[src/rtl/uart_tx_frame_if.sv]
// Valid/ready word handshake between a byte source and the UART transmitter.
interface uart_tx_frame_if #(
    parameter int DATA_BITS = 8
);
    logic [DATA_BITS-1:0] data;
    logic                 valid;
    logic                 ready;

    modport master (output data, output valid, input ready);
    modport slave  (input data, input valid, output ready);
endinterface

[src/rtl/uart_tx_frame.sv]
// Parametrised UART transmitter: start, LSB-first data, optional parity, 1-2 stop bits.
// Words arrive over a valid/ready handshake; bit timing comes from an internal divider.
module uart_tx_frame #(
    parameter int BAUD      = 9600,
    parameter int F         = 50000000,
    parameter int DATA_BITS = 8,
    parameter int PARITY    = 0,
    parameter int STOP_BITS = 1
) (
    input  logic          clk,
    input  logic          rst,
    uart_tx_frame_if.slave bus,
    output logic          tx,
    output logic          busy,
    output logic          done
);

    localparam int DIV   = (F + BAUD / 2) / BAUD;
    localparam int DIV_W = (DIV > 1) ? $clog2(DIV) : 1;
    localparam int BIT_W = $clog2(DATA_BITS);

    if (DATA_BITS < 5 || DATA_BITS > 9 || PARITY < 0 || PARITY > 2 ||
        (STOP_BITS != 1 && STOP_BITS != 2)) begin : g_param_check
        $error("uart_tx_frame: illegal DATA_BITS/PARITY/STOP_BITS combination");
    end

    typedef enum logic [2:0] {
        IDLE,
        START,
        DATA,
        PARITY_BIT,
        STOP
    } state_t;

    state_t               state_reg;
    logic [DIV_W-1:0]     div_cnt_reg;
    logic [BIT_W-1:0]     bit_idx_reg;
    logic [DATA_BITS-1:0] shift_reg;
    logic                 parity_reg;
    logic                 tx_reg;
    logic                 done_reg;
    logic                 div_last;

    assign div_last  = (div_cnt_reg == DIV_W'(DIV - 1));
    assign bus.ready = (state_reg == IDLE);
    assign busy      = (state_reg != IDLE);
    assign tx        = tx_reg;
    assign done      = done_reg;

    always_ff @(posedge clk or negedge rst) begin
        if (!rst) begin
            state_reg   <= IDLE;
            div_cnt_reg <= '0;
            bit_idx_reg <= '0;
            shift_reg   <= '0;
            parity_reg  <= 1'b0;
            tx_reg      <= 1'b1;
            done_reg    <= 1'b0;
        end else begin
            done_reg <= 1'b0;
            case (state_reg)
                IDLE: begin
                    div_cnt_reg <= '0;
                    bit_idx_reg <= '0;
                    tx_reg      <= 1'b1;
                    if (bus.valid) begin
                        shift_reg  <= bus.data;
                        // Odd parity is the inverted XOR so the total count of ones is odd.
                        parity_reg <= (PARITY == 1) ? ~(^bus.data) : (^bus.data);
                        state_reg  <= START;
                        tx_reg     <= 1'b0;
                    end
                end
                START: begin
                    if (div_last) begin
                        div_cnt_reg <= '0;
                        tx_reg      <= shift_reg[0];
                        shift_reg   <= shift_reg >> 1;
                        state_reg   <= DATA;
                    end else begin
                        div_cnt_reg <= div_cnt_reg + DIV_W'(1);
                    end
                end
                DATA: begin
                    if (div_last) begin
                        div_cnt_reg <= '0;
                        if (bit_idx_reg == BIT_W'(DATA_BITS - 1)) begin
                            bit_idx_reg <= '0;
                            if (PARITY != 0) begin
                                tx_reg    <= parity_reg;
                                state_reg <= PARITY_BIT;
                            end else begin
                                tx_reg    <= 1'b1;
                                state_reg <= STOP;
                            end
                        end else begin
                            bit_idx_reg <= bit_idx_reg + BIT_W'(1);
                            tx_reg      <= shift_reg[0];
                            shift_reg   <= shift_reg >> 1;
                        end
                    end else begin
                        div_cnt_reg <= div_cnt_reg + DIV_W'(1);
                    end
                end
                PARITY_BIT: begin
                    if (div_last) begin
                        div_cnt_reg <= '0;
                        tx_reg      <= 1'b1;
                        state_reg   <= STOP;
                    end else begin
                        div_cnt_reg <= div_cnt_reg + DIV_W'(1);
                    end
                end
                STOP: begin
                    // bit_idx_reg is reused to count stop bits.
                    if (div_last) begin
                        div_cnt_reg <= '0;
                        if (bit_idx_reg == BIT_W'(STOP_BITS - 1)) begin
                            bit_idx_reg <= '0;
                            done_reg    <= 1'b1;
                            state_reg   <= IDLE;
                        end else begin
                            bit_idx_reg <= bit_idx_reg + BIT_W'(1);
                        end
                    end else begin
                        div_cnt_reg <= div_cnt_reg + DIV_W'(1);
                    end
                end
                default: begin
                    state_reg <= IDLE;
                    tx_reg    <= 1'b1;
                end
            endcase
        end
    end

endmodule
[src/flat_wrapper.sv]
// flat-port wrapper written by rule: the top's interface ports become plain ports
module uart_tx_frame_flat 
#(
    parameter int BAUD      = 9600,
    parameter int F         = 50000000,
    parameter int DATA_BITS = 8,
    parameter int PARITY    = 0,
    parameter int STOP_BITS = 1
)
  (clk, rst, tx, busy, done, bus_data, bus_valid, bus_ready);
  uart_tx_frame_if #(.DATA_BITS(DATA_BITS)) bus_i ();
  input  logic clk;
  input  logic rst;
  output logic tx;
  output logic busy;
  output logic done;
  input wire logic [$bits(bus_i.data)-1:0] bus_data;
  input wire logic [$bits(bus_i.valid)-1:0] bus_valid;
  output wire logic [$bits(bus_i.ready)-1:0] bus_ready;
  assign bus_i.data = bus_data;
  assign bus_i.valid = bus_valid;
  assign bus_ready = bus_i.ready;
  uart_tx_frame #(.BAUD(BAUD), .F(F), .DATA_BITS(DATA_BITS), .PARITY(PARITY), .STOP_BITS(STOP_BITS)) u_core (.clk(clk), .rst(rst), .bus(bus_i), .tx(tx), .busy(busy), .done(done));
endmodule
[config.mk]
export PLATFORM = sky130hd
export DESIGN_NAME = uart_tx_frame_flat
export DESIGN_NICKNAME = d
export VERILOG_FILES = /design/src/rtl/uart_tx_frame_if.sv /design/src/rtl/uart_tx_frame.sv /design/src/flat_wrapper.sv
export SDC_FILE = /design/constraint.sdc
export NUM_CORES = 1
export LEC_CHECK = 0
export CELL_PAD_IN_SITES_DETAIL_PLACEMENT = 0
export CELL_PAD_IN_SITES_GLOBAL_PLACEMENT = 2
export CORE_ASPECT_RATIO = 0.75
export CORE_UTILIZATION = 38
export CTS_BUF_LIST = sky130_fd_sc_hd__clkbuf_2 sky130_fd_sc_hd__clkbuf_4 sky130_fd_sc_hd__clkbuf_8
export DETAILED_ROUTE_END_ITERATION = 10
export GPL_TIMING_DRIVEN = 1
export PLACE_DENSITY = 0.79
export SLEW_MARGIN = 20
export SYNTH_ARGS = -nofsm -noshare
export SYNTH_HDL_FRONTEND = slang
export SYNTH_SLANG_ARGS = --single-unit
[constraint.sdc]
create_clock -name clk -period 2.4 [get_ports clk]
set_clock_uncertainty 0.15 [all_clocks]
set_input_delay 0.36 -clock clk [delete_from_list [all_inputs] [get_ports clk]]
set_output_delay 0.36 -clock clk [all_outputs]
set_load 0.1 [all_outputs]
==> metrics.cfg, run 1 <==
[critical_path]
startpoint_type=flop
crit_type=reg -> out
rr_endpoint=u_core.shift_reg[6]
cp_max_fo=14
r2r_start=u_core.bit_idx_reg[0]
cp-end-kind=output pin
arrival_ns=1.66
cp.required_ns=1.89
r2r_slack_ns=0.32
crit_start=u_core.state_reg[0]
r2r_cells=6

[layout]
mostFrequentLayoutCells=28 x dfrtp_1, 14 x nor2_1, 14 x mux2_2
layout-drive-gt1-share=0.250
nets=198
register_area_um2=727
multi_input_comb_area_um2=912
areaGrowthSynthToFinish_pct=21.8
num_antenna_cells=0
finalNonFillerCells=239
largest_reg_flops=13
design_area_um2=2040
layout_commonest_cell=dfrtp_1
num-fill-cells=378

[placed_design]
placed_area_um2=1920
numPortBuffers=14
gp_congestion=0.782
placedCellCount=231
hpwlAfterDp_um=2510

[power_and_ir_drop]
leakage_nw=0.831
powerDensity_nw_per_um2=826
fin_total_pwr_mw=1.68
ir_drop_mv=0.450

[logic_synthesis]
synth.distinct_cells=46
ys_warn_count=0
async_flop_share=1.00
synth_area_leaders=dfrtp_1 42%, mux2_2 9.4%, nor2_1 3.1%
yosysSeqAreaShare=0.434
synth_nets=178
synth_top_area_cell=dfrtp_1
synth_edf_count=0
ys_ff_latch=29
netlist_instances=163
avgSynthCellArea_um2=10.3
netlist_area_um2=1670
synth_top_area_share=0.419
synth-main-ff-cell=dfrtp_1

[flow_run]
cap_violations=0

[drt]
vias=1276
drc=0
drt_iter0_markers=45
first_pass_iters=4
viasPerCell=5.34
wirelength_um=3440
ant_nets=0
wl_per_cell_um=14.4

[timing]
fin_crit_sh=0.904
setup_tns_ns=0
maxSlewViolCount=0
hold_violations=0
worstMarginPinSlew_ns=0.470
setup-violations-final=0
min_period_ns=2.17
rsz0062_at_grt=no
relSlewSlack=0.687
fmax_mhz=461

[global_route]
met1_usage=0.235
grt-ovfl-total=0
busiest_layer=met2
grt_util_met2=0.266
antenna_found_initial=0
grt_max_degree=30
grt_usage=0.169
grt_pass1_wl_um=6010
grt_pass1_vias=1273
grt_use_met3=0.0462

[clocking]
cts_resized=0
clk_pin_slew_ns=0.07
post-cts-setup-buffer-count=0
cts_tree=yes
cts_sinks=29
clkLatencyLatePin_ns=0.27
cts_buffers=5
cts.path.max_buffers=2
h-tree-depth=2
cts_hold_buf=0
cts_root_buf=clkbuf_8

[die]
start_util=0.405
die_area_um2=4680
core-area_um2=4130
fp-row-count=20
die_h_um=59.5
die_x_um=78.6
ios=15

[run_status]
status=finished, final reports clean

[worst_hold_path]
holdCritPathClass=in -> async

==> layout make-up <==
type | instances | area share
multi-input combinational | 123 | 0.447
sequential | 29 | 0.356
clock buffer | 7 | 0.0442
clock inverter | 1 | 0.0147
tap | 55 | 0.0337
inverter | 6 | 0.0129
timing repair buffer | 18 | 0.0908
==> critical path: stages (launching register included) <==
cell and delay [ns]:
dfrtp_1 0.55, nor2_1 0.43, nand2_4 0.12, clkinvlp_4 0.11, buf_12 0.17
==> worst max path at each step <==
stage / end / slack, ns / cells after the start
final: bus_ready / 0.23 / 4
after global placement: u_core.shift_reg[1] / 0.35 / 6
after global routing: bus_ready / 0.09 / 4
after floorplan: bus_ready / 0.1 / 4
after CTS: bus_ready / 0.22 / 4
after detailed placement: u_core.shift_reg[3] / 0.31 / 6
==> stage by stage <==
| stage | setup slack [ns] | hold WS, ns | util |
|---|---|---|---|
| after floorplan | 0.0957 | -0.0856 | - |
| after detailed placement | 0.312 | 0.345 | 0.465 |
| after global routing | 0.0942 | 0.365 | 0.494 |
| final | 0.230 | 0.314 | 0.494 |
| after CTS | 0.221 | 0.328 | 0.494 |
| after global placement | 0.349 | 0.334 | 0.465 |
==> cells by family after synthesis <==
group                    count (synthesis)  share of synthesized area
AND/OR/NAND/NOR                         61                      0.220
AO/OA/AOI/OAI                           35                      0.146
flip-flops                              29                      0.434
multiplexers                            14                     0.0942
buffers and inverters                   11                     0.0254
XOR/XNOR                                 7                     0.0366
adder cells (fa/ha/maj)                  6                     0.0433
==> power breakdown <==
group	internal, mW	total (mW)	switching (mW)
Sequential	0.609	0.699	0.0894
Clock	0.349	0.532	0.182
Combinational	0.218	0.454	0.236
==> layer usage <==
metal | vias to the layer above | routed length [um]
li1 | 638 | -
met3 | 5 | 123
met5 | - | 0
met2 | 17 | 1450
met1 | 616 | 1840
met4 | 0 | 21
==> Yosys cell counts, types with 2 or more instances <==
master     n
xor2_1     3
and3_2     2
xnor2_1    4
maj3_2     2
a21oi_1    7
or3_1      3
nor2_1    14
nor3_1     4
a21boi_0   2
nand2_1   10
nand3_2    2
nor4b_4    2
dfrtp_1   28
nor4_1     2
and3_1     2
or4_1      2
nand3b_1   4
a31oi_1    2
nand2b_1   2
inv_1      6
ha_1       4
nand3_1    6
nand4_1    2
o21ai_0   10
clkbuf_1   4
mux2_2    14
Note: power is estimated with default switching activity, not from simulation.
==> run 2, diff against run 1 <==
--- a/config.mk
+++ b/config.mk
@@ -13,7 +13,6 @@
 export DETAILED_ROUTE_END_ITERATION = 10
 export GPL_TIMING_DRIVEN = 1
 export PLACE_DENSITY = 0.79
-export SLEW_MARGIN = 20
 export SYNTH_ARGS = -nofsm -noshare
 export SYNTH_HDL_FRONTEND = slang
 export SYNTH_SLANG_ARGS = --single-unit
==> results of run 2 <==
Same layout as run 1: the final DEF is identical, and so are final timing and power.
